$ cat config.mk
export PLATFORM = sky130hd
export DESIGN_NAME = riscv_v_wb_pipe
export DESIGN_NICKNAME = d
export VERILOG_FILES = /design/src/rtl/riscv_v_pkg.sv /design/src/rtl/riscv_v_pipe_stage.sv /design/src/rtl/riscv_v_wb_pipe.sv
export SDC_FILE = /design/constraint.sdc
export NUM_CORES = 1
export LEC_CHECK = 0
export CAP_MARGIN = 25
export CORE_ASPECT_RATIO = 2
export CORE_MARGIN = 2
export CORE_UTILIZATION = 30
export DETAILED_ROUTE_END_ITERATION = 12
export SLEW_MARGIN = 15
export SYNTH_ARGS = -nofsm -noshare
export SYNTH_HDL_FRONTEND = slang
export SYNTH_HIERARCHICAL = 1
export SYNTH_SLANG_ARGS = --single-unit
$ cat constraint.sdc
create_clock -name clk -period 4.4 [get_ports clk]
set_input_delay 0.44 -clock clk [delete_from_list [all_inputs] [get_ports clk]]
set_output_delay 0.44 -clock clk [all_outputs]
set_load 0.01 [all_outputs]
$ cat src/rtl/riscv_v_pkg.sv
// Shared vector-unit types: register data, byte enables, destination index,
// and the payload carried through the MEM/WB result stages.
package riscv_v_pkg;

  localparam int VLEN     = 128;
  localparam int VRF_EN_W = VLEN / 8;
  localparam int RD_W     = 5;

  typedef logic [VLEN-1:0]     riscv_v_data_t;
  typedef logic [VRF_EN_W-1:0] riscv_v_rf_wr_en_t;
  typedef logic [RD_W-1:0]     riscv_instr_rd_t;

  typedef struct packed {
    logic               valid;
    riscv_v_rf_wr_en_t  en;
    riscv_instr_rd_t    addr;
    riscv_v_data_t      data;
  } riscv_v_wb_stage_t;

endpackage

$ cat src/rtl/riscv_v_pipe_stage.sv
// One valid/ready register slice holding a vector write-back payload.
// The payload is only reloaded on acceptance, so it holds after the entry leaves.
module riscv_v_pipe_stage
  import riscv_v_pkg::*;
(
  input  logic              clk,
  input  logic              rst,
  input  logic              in_valid,
  output logic              in_ready,
  input  riscv_v_wb_stage_t in_data,
  output logic              out_valid,
  input  logic              out_ready,
  output riscv_v_wb_stage_t out_data,
  input  logic              kill
);

  riscv_v_wb_stage_t stage_q;
  riscv_v_wb_stage_t stage_d;

  assign in_ready  = ~stage_q.valid | out_ready;
  assign out_valid = stage_q.valid;
  assign out_data  = stage_q;

  // Kill drops only the occupancy; the payload keeps its last captured value.
  always_comb begin
    stage_d = stage_q;
    if (in_valid && in_ready) begin
      stage_d       = in_data;
      stage_d.valid = 1'b1;
    end else if (out_ready) begin
      stage_d.valid = 1'b0;
    end
    if (kill) begin
      stage_d.valid = 1'b0;
    end
  end

  always_ff @(posedge clk or posedge rst) begin
    if (rst) begin
      stage_q <= '0;
    end else begin
      stage_q <= stage_d;
    end
  end

endmodule

$ cat src/rtl/riscv_v_wb_pipe.sv
// Vector MEM->WB result pipeline: two register slices feeding the vector RF
// write port, plus the MEM/WB bypass outputs and a committed-write counter.
module riscv_v_wb_pipe
  import riscv_v_pkg::*;
#(
  parameter int DATA_W = 128,
  parameter int EN_W   = 16,
  parameter int ADDR_W = 5,
  parameter int CNT_W  = 16
) (
  input  logic              clk,
  input  logic              rst,
  input  logic              exe_valid,
  output logic              exe_ready,
  input  logic [EN_W-1:0]   exe_wr_en,
  input  logic [ADDR_W-1:0] exe_wr_addr,
  input  logic [DATA_W-1:0] exe_wr_data,
  input  logic              flush,
  output logic [EN_W-1:0]   rf_wr_en_mem,
  output logic [ADDR_W-1:0] rf_wr_addr_mem,
  output logic [DATA_W-1:0] rf_wr_data_mem,
  output logic [EN_W-1:0]   rf_wr_en_wb,
  output logic [ADDR_W-1:0] rf_wr_addr_wb,
  output logic [DATA_W-1:0] rf_wr_data_wb,
  output logic              rf_wr_valid,
  input  logic              rf_wr_ready,
  output logic [CNT_W-1:0]  wb_count
);

  riscv_v_wb_stage_t exe_in;
  riscv_v_wb_stage_t mem_out;
  riscv_v_wb_stage_t wb_out;
  logic              mem_valid;
  logic              wb_valid;
  logic              wb_in_ready;
  logic              capture;
  logic              wb_fire;
  logic [CNT_W-1:0]  cnt_q;
  logic [CNT_W-1:0]  cnt_d;

  always_comb begin
    exe_in       = '0;
    exe_in.valid = 1'b1;
    exe_in.en    = exe_wr_en;
    exe_in.addr  = exe_wr_addr;
    exe_in.data  = exe_wr_data;
  end

  // All-zero enables complete the handshake without occupying a stage.
  assign capture = exe_valid & exe_ready & (|exe_wr_en) & ~flush;
  assign wb_fire = wb_valid & rf_wr_ready;

  riscv_v_pipe_stage u_mem (
    .clk       (clk),
    .rst       (rst),
    .in_valid  (capture),
    .in_ready  (exe_ready),
    .in_data   (exe_in),
    .out_valid (mem_valid),
    .out_ready (wb_in_ready),
    .out_data  (mem_out),
    .kill      (flush)
  );

  // WB is never killed: anything that reached it is already ordered for commit.
  riscv_v_pipe_stage u_wb (
    .clk       (clk),
    .rst       (rst),
    .in_valid  (mem_valid),
    .in_ready  (wb_in_ready),
    .in_data   (mem_out),
    .out_valid (wb_valid),
    .out_ready (rf_wr_ready),
    .out_data  (wb_out),
    .kill      (1'b0)
  );

  assign rf_wr_en_mem   = mem_valid ? mem_out.en : '0;
  assign rf_wr_addr_mem = mem_out.addr;
  assign rf_wr_data_mem = mem_out.data;
  assign rf_wr_en_wb    = wb_out.valid ? wb_out.en : '0;
  assign rf_wr_addr_wb  = wb_out.addr;
  assign rf_wr_data_wb  = wb_out.data;
  assign rf_wr_valid    = wb_valid;

  assign cnt_d    = wb_fire ? cnt_q + 1'b1 : cnt_q;
  assign wb_count = cnt_q;

  always_ff @(posedge clk or posedge rst) begin
    if (rst) begin
      cnt_q <= '0;
    end else begin
      cnt_q <= cnt_d;
    end
  end

endmodule

==> results.md, run 1 <==
- The horizontal die dimension is 151 um.
- The die outline area is 0.0451 mm^2.
- Counting I/O delays and the setup requirement, the final critical path takes 2.86 ns.
- The summed instance area of the synthesized netlist is 0.0130 mm^2.
- TritonCTS built the clock tree.
- The share of total power dissipated in sequential elements is 0.411.
- The placement row count is 107.
- The buffer type at the clock tree root is sky130_fd_sc_hd__clkbuf_16.
- The cell count after synthesis came out at 743.
- For the worst setup path, the data arrival time is 3.30 ns.
- The slew at the pin closest to its max-slew limit is 1.07 ns.
- The count of final hold-check violations is 0.
- The launching element type of the critical path is a flop.
- The initial DRC count is 217.
- 470 I/O pins were placed.
- VDD sags by at most 0.394 mV.
- The count of filler cells inserted in the layout is 3850.
- The first TritonRoute pass finished after 4 iterations.
- Summed over all layers, the global routing overflow is 0.
- Of the total power, combinational logic draws 0.297.
- The max-capacitance violation count is 0.
- The net count after synthesis is 898.
- Of the total power, the clock network draws 0.292.
- The final count of negative-setup-slack endpoints is 0.
- Of all nets on the critical path, the largest fanout is 49.
- The global placement routability congestion is 0.778.
- The synthesis warning total is 6.
- Before CTS, the worst setup slack after placement is 1.08 ns.
- Measured against its own limit, the worst slew margin works out to 0.289.
- The overall track demand over capacity in global routing is 0.170.
- The internal power component is 7.15 mW.
- The endpoint type of the worst setup path is a flop.
- The TritonCTS sink count is 316.
- Detailed placement ended at an HPWL of 28.5 mm.
- After detailed routing, the number of remaining DRC violations is 0.
- The mean number of vias per cell is 4.44.
- The routed layout has 7954 vias.
- Once the clock tree was built, the setup fixing pass inserted 0 buffers.
- The number of max-slew violations in the final report is 0.
- Once routing completed, OpenROAD measured the worst setup slack at 1.54 ns.
- The register clock-pin slew on the reported worst setup and hold paths is 0.06 ns.
- The wire length of the first global-routing pass is 57.9 mm.
- Of the available clock period, the critical path in the final layout requires 0.649.
- After synthesis, the mean cell area works out to 17.5 um^2.
- In this run, post-CTS hold repair placed 0 buffers.
- The analysis attributes to cell leakage a power of 8.75 nW.
- The top achievable clock speed is 0.350 GHz.
- In this run the power spent charging and discharging nets is 2.62 mW.
- The area growth from synthesis to layout is 48.9%.
- The worst hold margin is 0.378 ns.
- Setup repair after global routing left no endpoint under its margin.
- Port buffering added 469 buffers.
- No sink is reached through more buffers than the 3 on the longest clock path.
- For this run, the post-layout net count is 1378.
- The run finished with clean final reports.
- Data on the critical path is required at its endpoint by 4.84 ns.
- The via count of the first global-routing pass is 8697.
- The initial antenna violation count is 1.
- Across the routed clock network, the largest skew measured is 0.0141 ns.
- Of the total power, the share spent switching nets is 0.268.
- In this run, post-CTS repair resized a total of 0 instances.
- The type of the worst min-delay path is in -> async.
- The total negative setup slack is 0 ns.
- Dividing the detail-routed wire length by the instance count gives 21.8 um.
- The worst-skew pair later-pin latency is 0.57 ns.
- The setup path with the least slack is of type reg -> reg.
- In this run the number of H-tree levels came out at 1.
- The cell area power density is 504 mW/mm^2.
- The post-detailed-route count of antenna-violating nets is 0.
- In the final layout, the share of cells above drive strength 1 is 0.301.
- The die outline height is 298 um.
- The total area inside the core boundary comes to 0.0427 mm^2.
- The final wirelength is 39.0 mm.
- Entering global routing, the biggest net connects 89 pins.
- TritonCTS created 30 clock buffers.
- The initial cell density of the core is 0.305.
==> worst max-delay path: stages (launching register included) <==
cell and delay (ns):
sky130_fd_sc_hd__dfrtp_1 0.84, sky130_fd_sc_hd__nand2b_4 0.15, sky130_fd_sc_hd__nand2b_4 0.23, sky130_fd_sc_hd__and4b_1 0.32
sky130_fd_sc_hd__nand2_8 0.48, sky130_fd_sc_hd__buf_12 0.28, sky130_fd_sc_hd__mux2_2 0.35
==> layout by cell type (no fill, tap or decap), drive strengths merged, types with 5 or more instances in the layout <==
cell type and instances:
clkdlybuf4s50 469, dfrtp 316, mux2 299, clkbuf 42
and2 33, buf 14, xnor2 10, nand2 7
nand4 7, inv 6, xor2 5, bufinv 5
nor4 5
==> registers in the layout, summed over array words and instances, names as in the netlist <==
| signal | count |
|---|---|
| u_mem/out_valid | 1 |
| u_wb/out_valid | 1 |
| wb_count | 16 |
| u_mem/out_data | 149 |
| u_wb/out_data | 149 |
==> path summary, 6_finish.rpt <==
kind                                     start                   to  slack, ns  depth (start not counted)
worst max-delay path            u_wb/out_valid   u_mem/out_data[36]       1.54                          6
worst min-delay path                       rst   u_wb/out_data[104]       0.38                          2
worst max register to register  u_wb/out_valid   u_mem/out_data[36]       1.54                          6
worst min register to register    wb_count[15]         wb_count[15]       0.47                          1
max in group asynchronous                  rst  u_mem/out_data[147]       3.06                          3
min in group clk                  wb_count[15]         wb_count[15]       0.47                          1
==> per-stage QoR <==
| step | total power, mW | cells | util | cell area, um^2 |
|---|---|---|---|---|
| final | 9.76 | 1790 | 0.454 | 19400 |
| after global routing | 10.2 | 1790 | 0.454 | 19400 |
| after CTS | 9.92 | 1789 | 0.454 | 19400 |
| after detailed placement | 6.99 | 1736 | 0.428 | 18300 |
| after global placement | 6.95 | 1736 | 0.428 | 18300 |
| after floorplan | 5.25 | 743 | - | 13000 |
==> power groups by stage <==
stage	Sequential, mW	Clock (mW)	Combinational [mW]
after global routing	4.10	3.06	3.05
final	4.01	2.85	2.90
after floorplan	4.25	0	0.995
after global placement	4.04	0	2.91
after detailed placement	4.06	0	2.94
after CTS	4.02	2.95	2.95
==> layer usage <==
| layer | routed length, um | part of all wire | global-route usage | up-vias |
|---|---|---|---|---|
| met5 | 0 | 0 | 0 | - |
| met4 | 990 | 0.025 | 0.0534 | 0 |
| met3 | 2170 | 0.056 | 0.0328 | 49 |
| met2 | 21900 | 0.56 | 0.323 | 287 |
| met1 | 14000 | 0.36 | 0.187 | 4068 |
| li1 | - | - | - | 3550 |
==> cell type report <==
type | count | area, um^2 | share of cell area
sequential | 316 | 7910 | 0.408
timing repair buffer | 483 | 4900 | 0.253
multi-input combinational | 385 | 4760 | 0.246
clock buffer | 42 | 897 | 0.0463
tap | 545 | 682 | 0.0352
clock inverter | 11 | 186 | 0.00962
inverter | 7 | 33.8 | 0.00174
antenna | 1 | 2.50 | 0.000129
Note: power is estimated with default switching activity, not from simulation.
==> run 2, diff against run 1 <==
==> constraint.sdc (replaced) <==
create_clock -name clk -period 2.9 [get_ports clk]
set_input_delay 0.29 -clock clk [delete_from_list [all_inputs] [get_ports clk]]
set_output_delay 0.29 -clock clk [all_outputs]
set_load 0.01 [all_outputs]
==> run 2 against run 1 <==
Against the previous run:
- die area unchanged
- critical path depth fell by 3
- critical endpoint is now rf_wr_en_mem[4]
- largest cell class unchanged
- worst hold slack got worse by 0.051 ns
- final cell count grew 0.67%
- clock skew is essentially flat
- critical path type is now reg -> out
- utilization increased by 0.15 points
- worst setup slack lost 0.94 ns
- clock-buffer cell count increased by 1
- combinational power grew 53%
- register-to-register slack got worse by 0.60 ns
==> results.md, run 2 (synthesized netlist as in run 1, its figures left out) <==
- The register clock-pin slew on the reported worst setup and hold paths is 0.06 ns (about the same).
- The top cell family by delay on the critical path is buffers and inverters.
- The clock tree skew after final layout is 0.0145 ns (+0.000402 ns).
- The total vias in the final route is 8041 (+1.1%).
- The level count of the clock H-tree was 1 (unchanged).
- The core area came to 0.0427 mm^2 (unchanged).
- The total cell area at the placement stage is 0.0184 mm^2 (+0.89%).
- The mean number of vias per cell is 4.46 (+0.42%).
- The slew at the pin closest to its max-slew limit came to 0.820 ns (-0.246 ns).
- The non-filler instance count after layout is 1802 (+0.67%).
- The worst setup path is captured at a primary output.
- The initial cell density of the core is 0.305 (unchanged).
- The internal power component is 10.5 mW (+47%).
- The clock share of power is 0.275 (-0.017).
- The maximum single-stage delay on the critical path was 0.61 ns (-0.23 ns).
- The depth of the most critical reg-to-reg path is 6 (unchanged).
- The required time of the critical path came to 2.61 ns (-2.23 ns).
- The met1 layer wirelength in the final routing is 13.9 mm (-0.92%).
- Setup repair after global routing left no endpoint under its margin.
- Static timing analysis puts the maximum clock frequency at 0.435 GHz.
- The power after layout is 14.5 mW (+48%).
- The count of final hold-check violations was 0 (unchanged).
- The launch point of the worst reg-to-reg path is u_wb/out_valid.
- The capturing point of the worst reg2reg path is u_mem/out_data[83].
- The worst-skew pair later-pin latency is 0.58 ns (about the same).
- The placement row count came to 107 (unchanged).
- The initial antenna violation count is 6 (+5).
- The worst voltage drop across the vdd grid came to 0.543 mV (+38%).
- The TritonCTS sink count is 316 (unchanged).
- The critical path goes through buf_4, and2_1, clkdlybuf4s50_1.
- The die outline height is 298 um (unchanged).
- The combinational cell fraction of total power was 0.306 (+0.009).
- The type of the worst min-delay path is in -> async.
- The post-CTS setup-driven buffer insertion count came to 0 (unchanged).
- From synthesis to final layout, the design area changed by 49.4%.
- The share of total power in sequential cells is 0.419 (+0.008).
- In this run the clock root is driven by a sky130_fd_sc_hd__clkbuf_16.
- Signal routing reaches up to met5.
- The critical path in this run is classified as reg -> out.
- The net load switching power was 3.94 mW (+51%).
- The worst path arrival time is 2.01 ns (-1.29 ns).
- The master of the slowest instance on the critical path is sky130_fd_sc_hd__clkdlybuf4s50_1.
- The worst slew slack as a fraction of its limit came to 0.452 (+0.163).
- The horizontal die dimension is 151 um (unchanged).
- The initial DRC count came to 173 (-20%).
- After layout, the minimum clock period comes to 2.30 ns.
- The number of max-slew violations in the final report is 0 (unchanged).
- The total negative setup slack was 0 ns (unchanged).
- The number of instances in the placed design is 1746 (+0.58%).
- The share of the clock period used by the worst path after layout is 0.792.
- The routed length on met3 is 2.21 mm (+2.0%).
- The overall track demand over capacity in global routing is 0.171 (+0.000625).
- The total iterations of the first detailed-routing run was 4 (unchanged).
- The number of input and output port buffers inserted is 469 (unchanged).
- The overall overflow remaining after global route is 0 (unchanged).
- The share of layout cells above drive strength 1 is 0.303 (+0.00207).
- The critical path buffer and inverter count is 2 (+1).
- The largest fanout on the critical path is 18 (-63%).
- The detailed placement HPWL is 28.7 mm (+0.72%).
- The DRC violations left came to 0 (unchanged).
- The flow ran to the end, and the final reports show no timing, DRC or antenna violations.
- STA classifies the critical path startpoint as a flop.
- The leakage power summed over all cells is 8.78 nW (+0.30%).
- The die outline area came to 0.0451 mm^2 (unchanged).
- The fraction of power spent switching nets came to 0.272 (+0.00403).
- The max-capacitance violation count is 0 (unchanged).
- The library cell used most frequently in the layout, excluding fill and tap cells, is sky130_fd_sc_hd__clkdlybuf4s50_1.
- The top-level port count is 470 (unchanged).
- The number of nets in the final layout was 1388 (+0.73%).
- The global placement routability congestion was 0.784 (+0.72%).
- The post-detailed-route count of antenna-violating nets is 0 (unchanged).
- The count of filler cells inserted in the layout is 3891 (+1.1%).
- The final count of negative-setup-slack endpoints is 0 (unchanged).
- TritonCTS built the clock tree.
- The via count of the first global-routing pass is 9010 (+3.6%).
- The met2 routed wirelength was 21.6 mm (-1.5%).
- The post-route cell area is 0.0194 mm^2 (+0.34%).
- In the layout the commonest cells are sky130_fd_sc_hd__clkdlybuf4s50_1 (469), sky130_fd_sc_hd__dfrtp_1 (316), sky130_fd_sc_hd__mux2_4 (200).
- The final wirelength was 38.9 mm (-0.23%).
- The post-cts repair resize count is 0 (unchanged).
- The reg2reg setup slack is 0.94 ns (-0.60 ns).
- The average routed wire per standard cell is 21.6 um (-0.89%).
- The cell area power density is 745 mW/mm^2 (+48%).
- The largest net degree at the start of global routing is 56 (-37%).
- The maximum root-to-sink buffer count came to 3 (unchanged).
- The minimum setup slack after placement was 0.313 ns (-0.766 ns).
- The worst setup margin is 0.603 ns (-0.939 ns).
- The wire length of the first global-routing pass is 58.6 mm (+1.1%).
- The number of buffers added by the clock tree synthesis step is 30 (unchanged).
- The total of hold buffers inserted after clock tree synthesis is 0 (unchanged).
run 2: cell count changes in the layout (fill, tap and decap cells not counted), sizes merged:
cell,change
bufinv,-3
inv,-1
diode,+4
buf,+10
clkbuf,+1
clkinvlp,+1
run 2: area by class of cell:
type,instances,area [um^2],share of cell area
well taps,545,682,0.0351
multi-input cells,385,4760,0.245
inverters,7,33.8,0.00174
clock buffers,43,881,0.0453
diodes,5,12.5,0.000644
clock inverters,8,95.1,0.00489
repair buffers,493,5060,0.260
flip-flops and latches,316,7910,0.407
run 2: per-stage QoR:
stage,hold slack [ns],util
2_1_floorplan,0.204,-
5_1_grt,0.302,0.455
3_5_place_dp,0.480,0.432
3_3_place_gp,0.470,0.432
4_1_cts,0.285,0.455
6_report,0.327,0.455
run 2: worst register-to-register path: cells and delay by family, from the launching register on:
family / cells / cell delay [ns]
flops: 1 / 0.41
mux: 1 / 0.37
simple gates: 4 / 0.82
buf+inv: 1 / 0.25
run 2: power by group through the flow:
| stage | clock network (mW) | logic [mW] | registers [mW] |
|---|---|---|---|
| floorplan | 0 | 1.51 | 6.45 |
| global route | 4.30 | 4.65 | 6.21 |
| global placement | 0 | 4.43 | 6.10 |
| CTS | 4.14 | 4.50 | 6.08 |
| detailed placement | 0 | 4.48 | 6.14 |
| finish | 3.99 | 4.43 | 6.07 |
run 2: worst max path at each step:
stage,depth (start not counted),to,startpoint,slack (ns)
finish,3,rf_wr_en_mem[4],u_mem/out_valid,0.60
floorplan,1,u_mem/out_data[0],rst,0.72
global placement,8,u_mem/out_data[22],exe_wr_en[10],0.28
CTS,3,rf_wr_en_mem[11],u_mem/out_valid,0.55
global route,3,rf_wr_en_mem[6],u_mem/out_valid,0.51
detailed placement,8,u_mem/out_data[63],exe_wr_en[9],0.31
run 2: layer usage:
layer	global-route usage	vias to the layer above
li1	-	3555
met1	0.187	4134
met2	0.319	291
met3	0.0325	59
met4	0.0663	2
met5	0	-
==> run 3, diff against run 2 <==
==> constraint.sdc (replaced) <==
create_clock -name clk -period 2 [get_ports clk]
set_input_delay 0.2 -clock clk [delete_from_list [all_inputs] [get_ports clk]]
set_output_delay 0.2 -clock clk [all_outputs]
set_load 0.01 [all_outputs]
==> run 3 against run 2 <==
Against the previous run:
- first-iteration DRC count grew 19%
- clock skew grew 0.0022 ns
- clock power grew 68%
- die area is the same
- sequential share of layout area shrank 0.94 points
- sequential power grew 45%
- worst hold slack lost 0.14 ns
- final area grew 2.4%
- non-clock buffer count grew 30
- critical endpoint is now rf_wr_en_mem[12]
==> results.md, run 3 (synthesized netlist as in run 1, its figures left out) <==
- The required time of the critical path came to 1.80 ns (-0.81 ns).
- The worst setup path is of the reg -> out kind.
- The footprint of the multi-input gates was 0.00478 mm^2 (+0.26%).
- The overall overflow remaining after global route was 0 (unchanged).
- The TritonCTS sink count was 316 (unchanged).
- The max-capacitance violation count was 0 (unchanged).
- The combinational cell fraction of total power is 0.293 (-0.013).
- The type of the worst min-delay path is in -> reg.
- The largest net degree at the start of global routing is 68 (+21%).
- The master of the slowest instance on the critical path is sky130_fd_sc_hd__dfrtp_2.
- The total iterations of the first detailed-routing run is 4 (unchanged).
- The worst slew slack as a fraction of its limit is 0.575 (+0.123).
- The critical path buffer and inverter count is 3 (+1).
- The clock share of power came to 0.305 (+0.030).
- The internal power component is 16.1 mW (+53%).
- The level count of the clock H-tree is 1 (unchanged).
- The share of layout cells above drive strength 1 is 0.329 (+0.0260).
- The DRC violations left is 0 (unchanged).
- The total cell area at the placement stage is 0.0187 mm^2 (+1.4%).
- The number of antenna repair diodes was 0 (-5).
- After layout, the minimum clock period comes to 1.92 ns.
- The initial antenna violation count came to 0 (-6).
- The endpoint type of the worst setup path is a primary output.
- The post-detailed-route count of antenna-violating nets came to 0 (unchanged).
- The final count of negative-setup-slack endpoints is 0 (unchanged).
- The overall track demand over capacity in global routing is 0.173 (+0.00237).
- The non-filler instance count after layout is 1832 (+1.7%).
- The final cell utilization of the core is 0.466 (+0.0109).
- The top achievable clock speed is 0.521 GHz.
- The number of max-slew violations in the final report is 0 (unchanged).
- Traced cell by cell, the critical path runs through buf_12, buf_4, and2_1, clkdlybuf4s15_2.
- The horizontal die dimension is 151 um (unchanged).
- The top-level port count is 470 (unchanged).
- The initial DRC count is 206 (+19%).
- The net load switching power is 5.85 mW (+48%).
- The worst setup path is launched from a flop.
- The run finished with clean final reports.
- The sequential cell area is 0.00791 mm^2 (about the same).
- The die outline area is 0.0451 mm^2 (unchanged).
- The number of buffers added by the clock tree synthesis step is 30 (unchanged).
- The cell family contributing the most delay on the critical path is buffers and inverters.
- The core area is 0.0427 mm^2 (unchanged).
- The fraction of power spent switching nets is 0.266 (-0.00604).
- The worst-skew pair later-pin latency is 0.58 ns (about the same).
- The maximum single-stage delay on the critical path is 0.44 ns (-0.17 ns).
- The buffer type at the clock tree root is sky130_fd_sc_hd__clkbuf_16.
- The mean number of vias per cell is 4.46 (-0.11%).
- The slew at the pin closest to its max-slew limit is 0.637 ns (-0.183 ns).
- The largest fanout on the critical path is 12 (-6).
- The number of nets in the final layout came to 1418 (+2.2%).
- The global placement routability congestion came to 0.810 (+3.4%).
- The wire length of the first global-routing pass is 59.1 mm (+0.85%).
- The average routed wire per standard cell is 21.6 um (-0.14%).
- In the layout the commonest cells are sky130_fd_sc_hd__clkdlybuf4s50_1 (435), sky130_fd_sc_hd__dfrtp_1 (315), sky130_fd_sc_hd__mux2_4 (200).
- The share of total power in sequential cells is 0.402 (-0.017).
- The worst path arrival time was 1.72 ns (-0.29 ns).
- TritonCTS built the clock tree.
- The area growth from synthesis to layout is 53.0%.
- The count of filler cells inserted in the layout is 3824 (-1.7%).
- The placement row count came to 107 (unchanged).
- The initial cell density of the core came to 0.305 (unchanged).
- The final wirelength is 39.5 mm (+1.5%).
- The number of input and output port buffers inserted is 469 (unchanged).
- The count of final hold-check violations came to 0 (unchanged).
- In the finished design, the share of the clock period the worst path needs comes to 0.960.
- The detailed placement HPWL is 29.3 mm (+2.0%).
- The number of instances in the placed design is 1773 (+1.5%).
- The worst voltage drop across the vdd grid is 0.810 mV (+49%).
- The maximum root-to-sink buffer count came to 3 (unchanged).
- The via count of the first global-routing pass came to 9173 (+1.8%).
- The commonest non-fill, non-tap cell in the layout is sky130_fd_sc_hd__clkdlybuf4s50_1.
- The register clock-pin slew on the reported worst setup and hold paths came to 0.07 ns (about the same).
- The cell area power density was 1100 mW/mm^2 (+48%).
- The total vias in the final route was 8166 (+1.6%).
- The leakage power summed over all cells is 9.17 nW (+4.5%).
- The clock tree skew after final layout was 0.0167 ns (+0.00218 ns).
- The post-route cell area was 0.0199 mm^2 (+2.4%).
- The die outline height is 298 um (unchanged).
- Setup repair after global routing left no endpoint under its margin.
- The reg2reg setup slack is 0.11 ns (-0.83 ns).
run 3: worst paths after layout:
kind,startpoint,to,cells after the start
min in group asynchronous,rst,u_wb/out_data[128],3
max in group asynchronous,rst,u_wb/out_data[47],4
setup reg to reg,u_wb/out_valid,u_mem/out_data[2],7
setup / recovery,u_mem/out_valid,rf_wr_en_mem[12],4
hold / removal,flush,u_mem/out_valid,2
hold reg to reg,u_wb/out_data[70],u_wb/out_data[70],1
run 3: timing repair:
action | in CTS | in global routing
hold endpoints to repair | 4 | 0
setup buffers | 2 | 0
hold buffers | 1 | 0
gates resized for setup | 45 | 7
setup endpoints to repair | 34 | 92
run 3: final cells by class:
class                   count  area share
clock buffers              36      0.0414
inverters                   7     0.00170
well taps                 545      0.0343
repair buffers            523       0.268
flip-flops and latches    316       0.397
multi-input cells         385       0.240
clock inverters            20      0.0171
run 3: power groups by stage:
stage	clock (mW)	sequential, mW	combinational (mW)
3_5_place_dp	0	8.93	6.51
2_1_floorplan	0	9.35	2.19
6_report	6.71	8.83	6.43
4_1_cts	6.94	8.84	6.53
3_3_place_gp	0	8.88	6.45
5_1_grt	7.17	9.03	6.77
run 3: through the flow:
step / power (mW) / TNS [ns] / hold slack [ns] / worst slack (ns)
final: 22.0 / 0 / 0.190 / 0.0792
after global routing: 23.0 / 0 / 0.170 / 0.00868
after CTS: 22.3 / 0 / 0.161 / 0.00215
after detailed placement: 15.4 / -84.71 / 0.485 / -0.606
after global placement: 15.3 / -87.89 / 0.476 / -0.620
after floorplan: 11.5 / -26.69 / 0.114 / -0.0890
run 3: layer usage:
metal / GRT usage / vias to the layer above / share of wire
met3: 0.0368 / 73 / 0.062
met2: 0.326 / 321 / 0.55
li1: - / 3625 / -
met5: 0 / - / 0
met1: 0.183 / 4147 / 0.35
met4: 0.0723 / 0 / 0.042
==> patch 1: new RTL, settings of run 1 <==
Put one more register stage on the output `wb_count`, with the module's reset. The value now appears one clock later. The other outputs are not delayed to match.
--- a/src/rtl/riscv_v_wb_pipe.sv
+++ b/src/rtl/riscv_v_wb_pipe.sv
@@ -85,5 +85,11 @@
 
   assign cnt_d    = wb_fire ? cnt_q + 1'b1 : cnt_q;
-  assign wb_count = cnt_q;
+  always_ff @(posedge clk or posedge rst) begin
+    if (rst) begin
+      wb_count <= '0;
+    end else begin
+      wb_count <= cnt_q;
+    end
+  end
 
   always_ff @(posedge clk or posedge rst) begin
Check against the original RTL: not equivalent (a bounded check fails within 4 cycles, from zero or initial values and one cycle with rst high).
==> patch 1 against run 1 <==
Total power rose by 1.3%; design area rose by 2.0%; sequential cell count rose by 16; via count rose by 1.9%; worst setup slack improved by 0.052 ns; wire length fell by 0.44%; global-route usage fell by 0.76 points; area after synthesis rose by 3.1%.
==> patch 1: results (changes against run 1) <==
[detailed_routing]
met1_length_mm=13.9  ; -0.54%
finalWirelength_mm=38.9  ; -0.44%
drtIter0Drc=255  ; +18%
drt_first_pass_iters=4  ; unchanged
via_count=8104  ; +1.9%
dr_wl_met3_mm=2.41  ; +11%
highest_layer=met5
dr_wl_met2_mm=20.7  ; -5.5%

[clock_network]
post_cts_buffers=0  ; unchanged
cts_buffers=34  ; +13%
htreeDepth=2  ; +1
root_buffer=clkbuf_16
path_clk_slew_ns=0.06  ; about the same
clk_path_buf_depth=3  ; unchanged
cts_resized=0  ; unchanged
clk_latency_ns=0.52  ; -0.05 ns

[global_route]
grt_max_degree=81  ; -9.0%
grt_first_pass_wirelength_mm=57.9  ; about the same
grt_pass1_vias=8939  ; +2.8%
grt_usage_pct=16.3  ; -0.76 points
antenna_found_initial=5  ; +4

[layout]
finalNetCount=1400  ; +1.6%
fill_cells=4030  ; +4.7%
drive_gt1_share_pct=29.8  ; -0.26 points
fin_area_sq_mm=0.0198  ; +2.0%

[placed_design]
post-place-ws_ns=1.02  ; -0.0557 ns
port_buffers=469  ; unchanged
gp_congestion=0.820  ; +5.3%
placed_area_sq_mm=0.0187  ; +2.3%
post-dp-hpwl_mm=27.8  ; -2.5%

[setup_path]
arrival_ns=3.20  ; -0.10 ns
path_max_fanout=61  ; +24%

[timing]
worst_pin_slew_ns=0.837  ; -0.229 ns
skew_ns=0.0148  ; +0.000723 ns

[synthesis]
synth_nets=914  ; +1.8%
ys_warn_count=6  ; unchanged

[min_path]
hp-class=reg -> reg

[power]
irDropWorstVdd_uv=360  ; -8.7%
p_leak_nw=8.95  ; +2.3%

[status]
outcome=complete, no violations

## patch 1: per-layer routing
metal / global-route usage [%] / up-vias
met5: 0 / -
met4: 8.30 / 4
met3: 3.74 / 79
met2: 29.0 / 354
met1: 18.1 / 4057
li1: - / 3610
## patch 1: worst paths after layout
path,from,to,slack (ns),cells after the start
min in group asynchronous,rst,cnt_q[0],0.48,3
hold / removal,cnt_q[10],wb_count[10],0.38,0
setup reg to reg,u_mem/out_valid,u_mem/out_data[41],1.60,5
setup / recovery,exe_wr_en[1],u_mem/out_data[41],1.59,7
max in group asynchronous,rst,u_wb/out_data[47],2.81,3
hold reg to reg,cnt_q[10],wb_count[10],0.38,0
## patch 1: where the power goes
| part | leakage, nW | internal [mW] | total, mW | switching (mW) |
|---|---|---|---|---|
| Clock | 0.525 | 1.60 | 2.82 | 1.22 |
| Combinational | 4.46 | 1.88 | 2.89 | 1.01 |
| Sequential | 3.97 | 3.72 | 4.18 | 0.461 |
| Total | 8.95 | 7.20 | 9.89 | 2.69 |
## patch 1: area by class of cell
| cell class | instances | share of cell area [%] |
|---|---|---|
| Tap cell | 555 | 3.51 |
| Antenna cell | 2 | 0.0253 |
| Clock buffer | 45 | 4.87 |
| Clock inverter | 11 | 0.494 |
| Timing Repair Buffer | 485 | 24.8 |
| Sequential cell | 332 | 42.0 |
| Inverter | 7 | 0.171 |
| Multi-Input combinational cell | 385 | 24.1 |
## patch 1: critical path: stages
cell and delay [ns]:
clkdlybuf4s50_1 0.45, nor4_1 0.56, nand4_1 0.17, and4b_1 0.28, nand2_8 0.52, buf_4 0.33, mux2_2 0.35
## patch 1: per-stage QoR
step / std cells / hold slack [ns]
final: 1822 / 0.382
after global routing: 1822 / 0.405
after CTS: 1820 / 0.386
after detailed placement: 1764 / 0.370
after global placement: 1764 / 0.369
after floorplan: 759 / 0.354
==> patch 2: new RTL, config.mk and constraints of run 1 <==
Made on the original files. Reset style: synchronous (`rst`), changed in 2 clocked blocks.
--- a/src/rtl/riscv_v_pipe_stage.sv
+++ b/src/rtl/riscv_v_pipe_stage.sv
@@ -36,5 +36,5 @@
   end
 
-  always_ff @(posedge clk or posedge rst) begin
+  always_ff @(posedge clk) begin
     if (rst) begin
       stage_q <= '0;
--- a/src/rtl/riscv_v_wb_pipe.sv
+++ b/src/rtl/riscv_v_wb_pipe.sv
@@ -87,5 +87,5 @@
   assign wb_count = cnt_q;
 
-  always_ff @(posedge clk or posedge rst) begin
+  always_ff @(posedge clk) begin
     if (rst) begin
       cnt_q <= '0;
Behaviour: differs if rst is asserted again (counterexample within 4 cycles, from zero or initial values and one cycle with rst high); with rst held inactive, the same outputs for 4 cycles.
==> patch 2 against run 1 <==
Highest routed layer is now met5; wire length increased by 19%; die area grew 8.8%; design area grew 3.3%; first-iteration DRC count rose to 3.2 times the old value; critical endpoint is now rf_wr_en_mem[6]; area after synthesis is 9.0% higher; register-to-register slack gained 0.17 ns; worst setup slack got worse by 0.32 ns; global-route usage is 0.76 points higher; sequential cell count unchanged.
Power is not compared: it rests on default switching activity, and its combinational part moved more than twofold at a synthesized area within 25%.
==> patch 2: results (changes against run 1) <==
[global_route]
grt_first_pass_wirelength_mm=70.0  ; +21%
met2_usage_pct=31.5  ; -0.86 points
grt_pass1_vias=12000  ; +38%
grt_max_degree=188  ; +110%
gr-usage-met3_pct=3.73  ; +0.44 points
grt_usage_pct=17.8  ; +0.76 points
grt_util_met1_pct=20.3  ; +1.6 points

[synthesis]
synth_nets=1646  ; +83%
syn_inst=1491  ; +100%
netlist_area_sq_mm=0.0142  ; +9.0%

[layout]
drive_gt1_share_pct=11.6  ; -19 points
fill_cells=4612  ; +20%
utilization_pct=42.9  ; -2.5 points

[setup_path]
arrival_ns=2.73  ; -0.57 ns

[placed_design]
dp_cells=2431  ; +40%
placed_area_sq_mm=0.0189  ; +3.5%
post-dp-hpwl_mm=30.4  ; +6.4%

[timing]
skew_ns=0.00800  ; -0.00612 ns

[detailed_routing]
dr_wl_met3_mm=2.91  ; +34%
drt_first_pass_iters=5  ; +1
dr_wl_met2_mm=23.0  ; +5.1%
wl_per_cell_um=18.6  ; -15%
drtIter0Drc=687  ; +220%
met1_length_mm=18.4  ; +32%

[clock_network]
root_buffer=clkbuf_16
cts_buffers=31  ; +3.3%

[power]
p_leak_nw=6.83

[status]
outcome=complete, no violations

-- patch 2: final timing paths --
| path | slack [ns] | from | cells after the start | to |
|---|---|---|---|---|
| setup reg to reg | 1.71 | u_mem/out_valid | 5 | u_mem/out_data[144] |
| hold reg to reg | 0.47 | u_wb/out_data[145] | 2 | u_wb/out_data[145] |
| hold / removal | 0.43 | exe_wr_data[114] | 3 | u_mem/out_data[114] |
| setup / recovery | 1.23 | u_mem/out_valid | 3 | rf_wr_en_mem[6] |
-- patch 2: final cells by class --
type	instances	area share, %
tap	627	3.92
timing repair buffer	487	24.7
sequential	316	31.6
antenna	1	0.0125
clock buffer	42	4.43
multi-input combinational	1000	34.6
inverter	3	0.0562
clock inverter	13	0.706
-- patch 2: critical path, stage by stage, from the launching register on --
cell and delay, ns:
dfxtp_4 0.72, buf_4 0.61, and2_1 0.23, clkdlybuf4s50_1 0.56
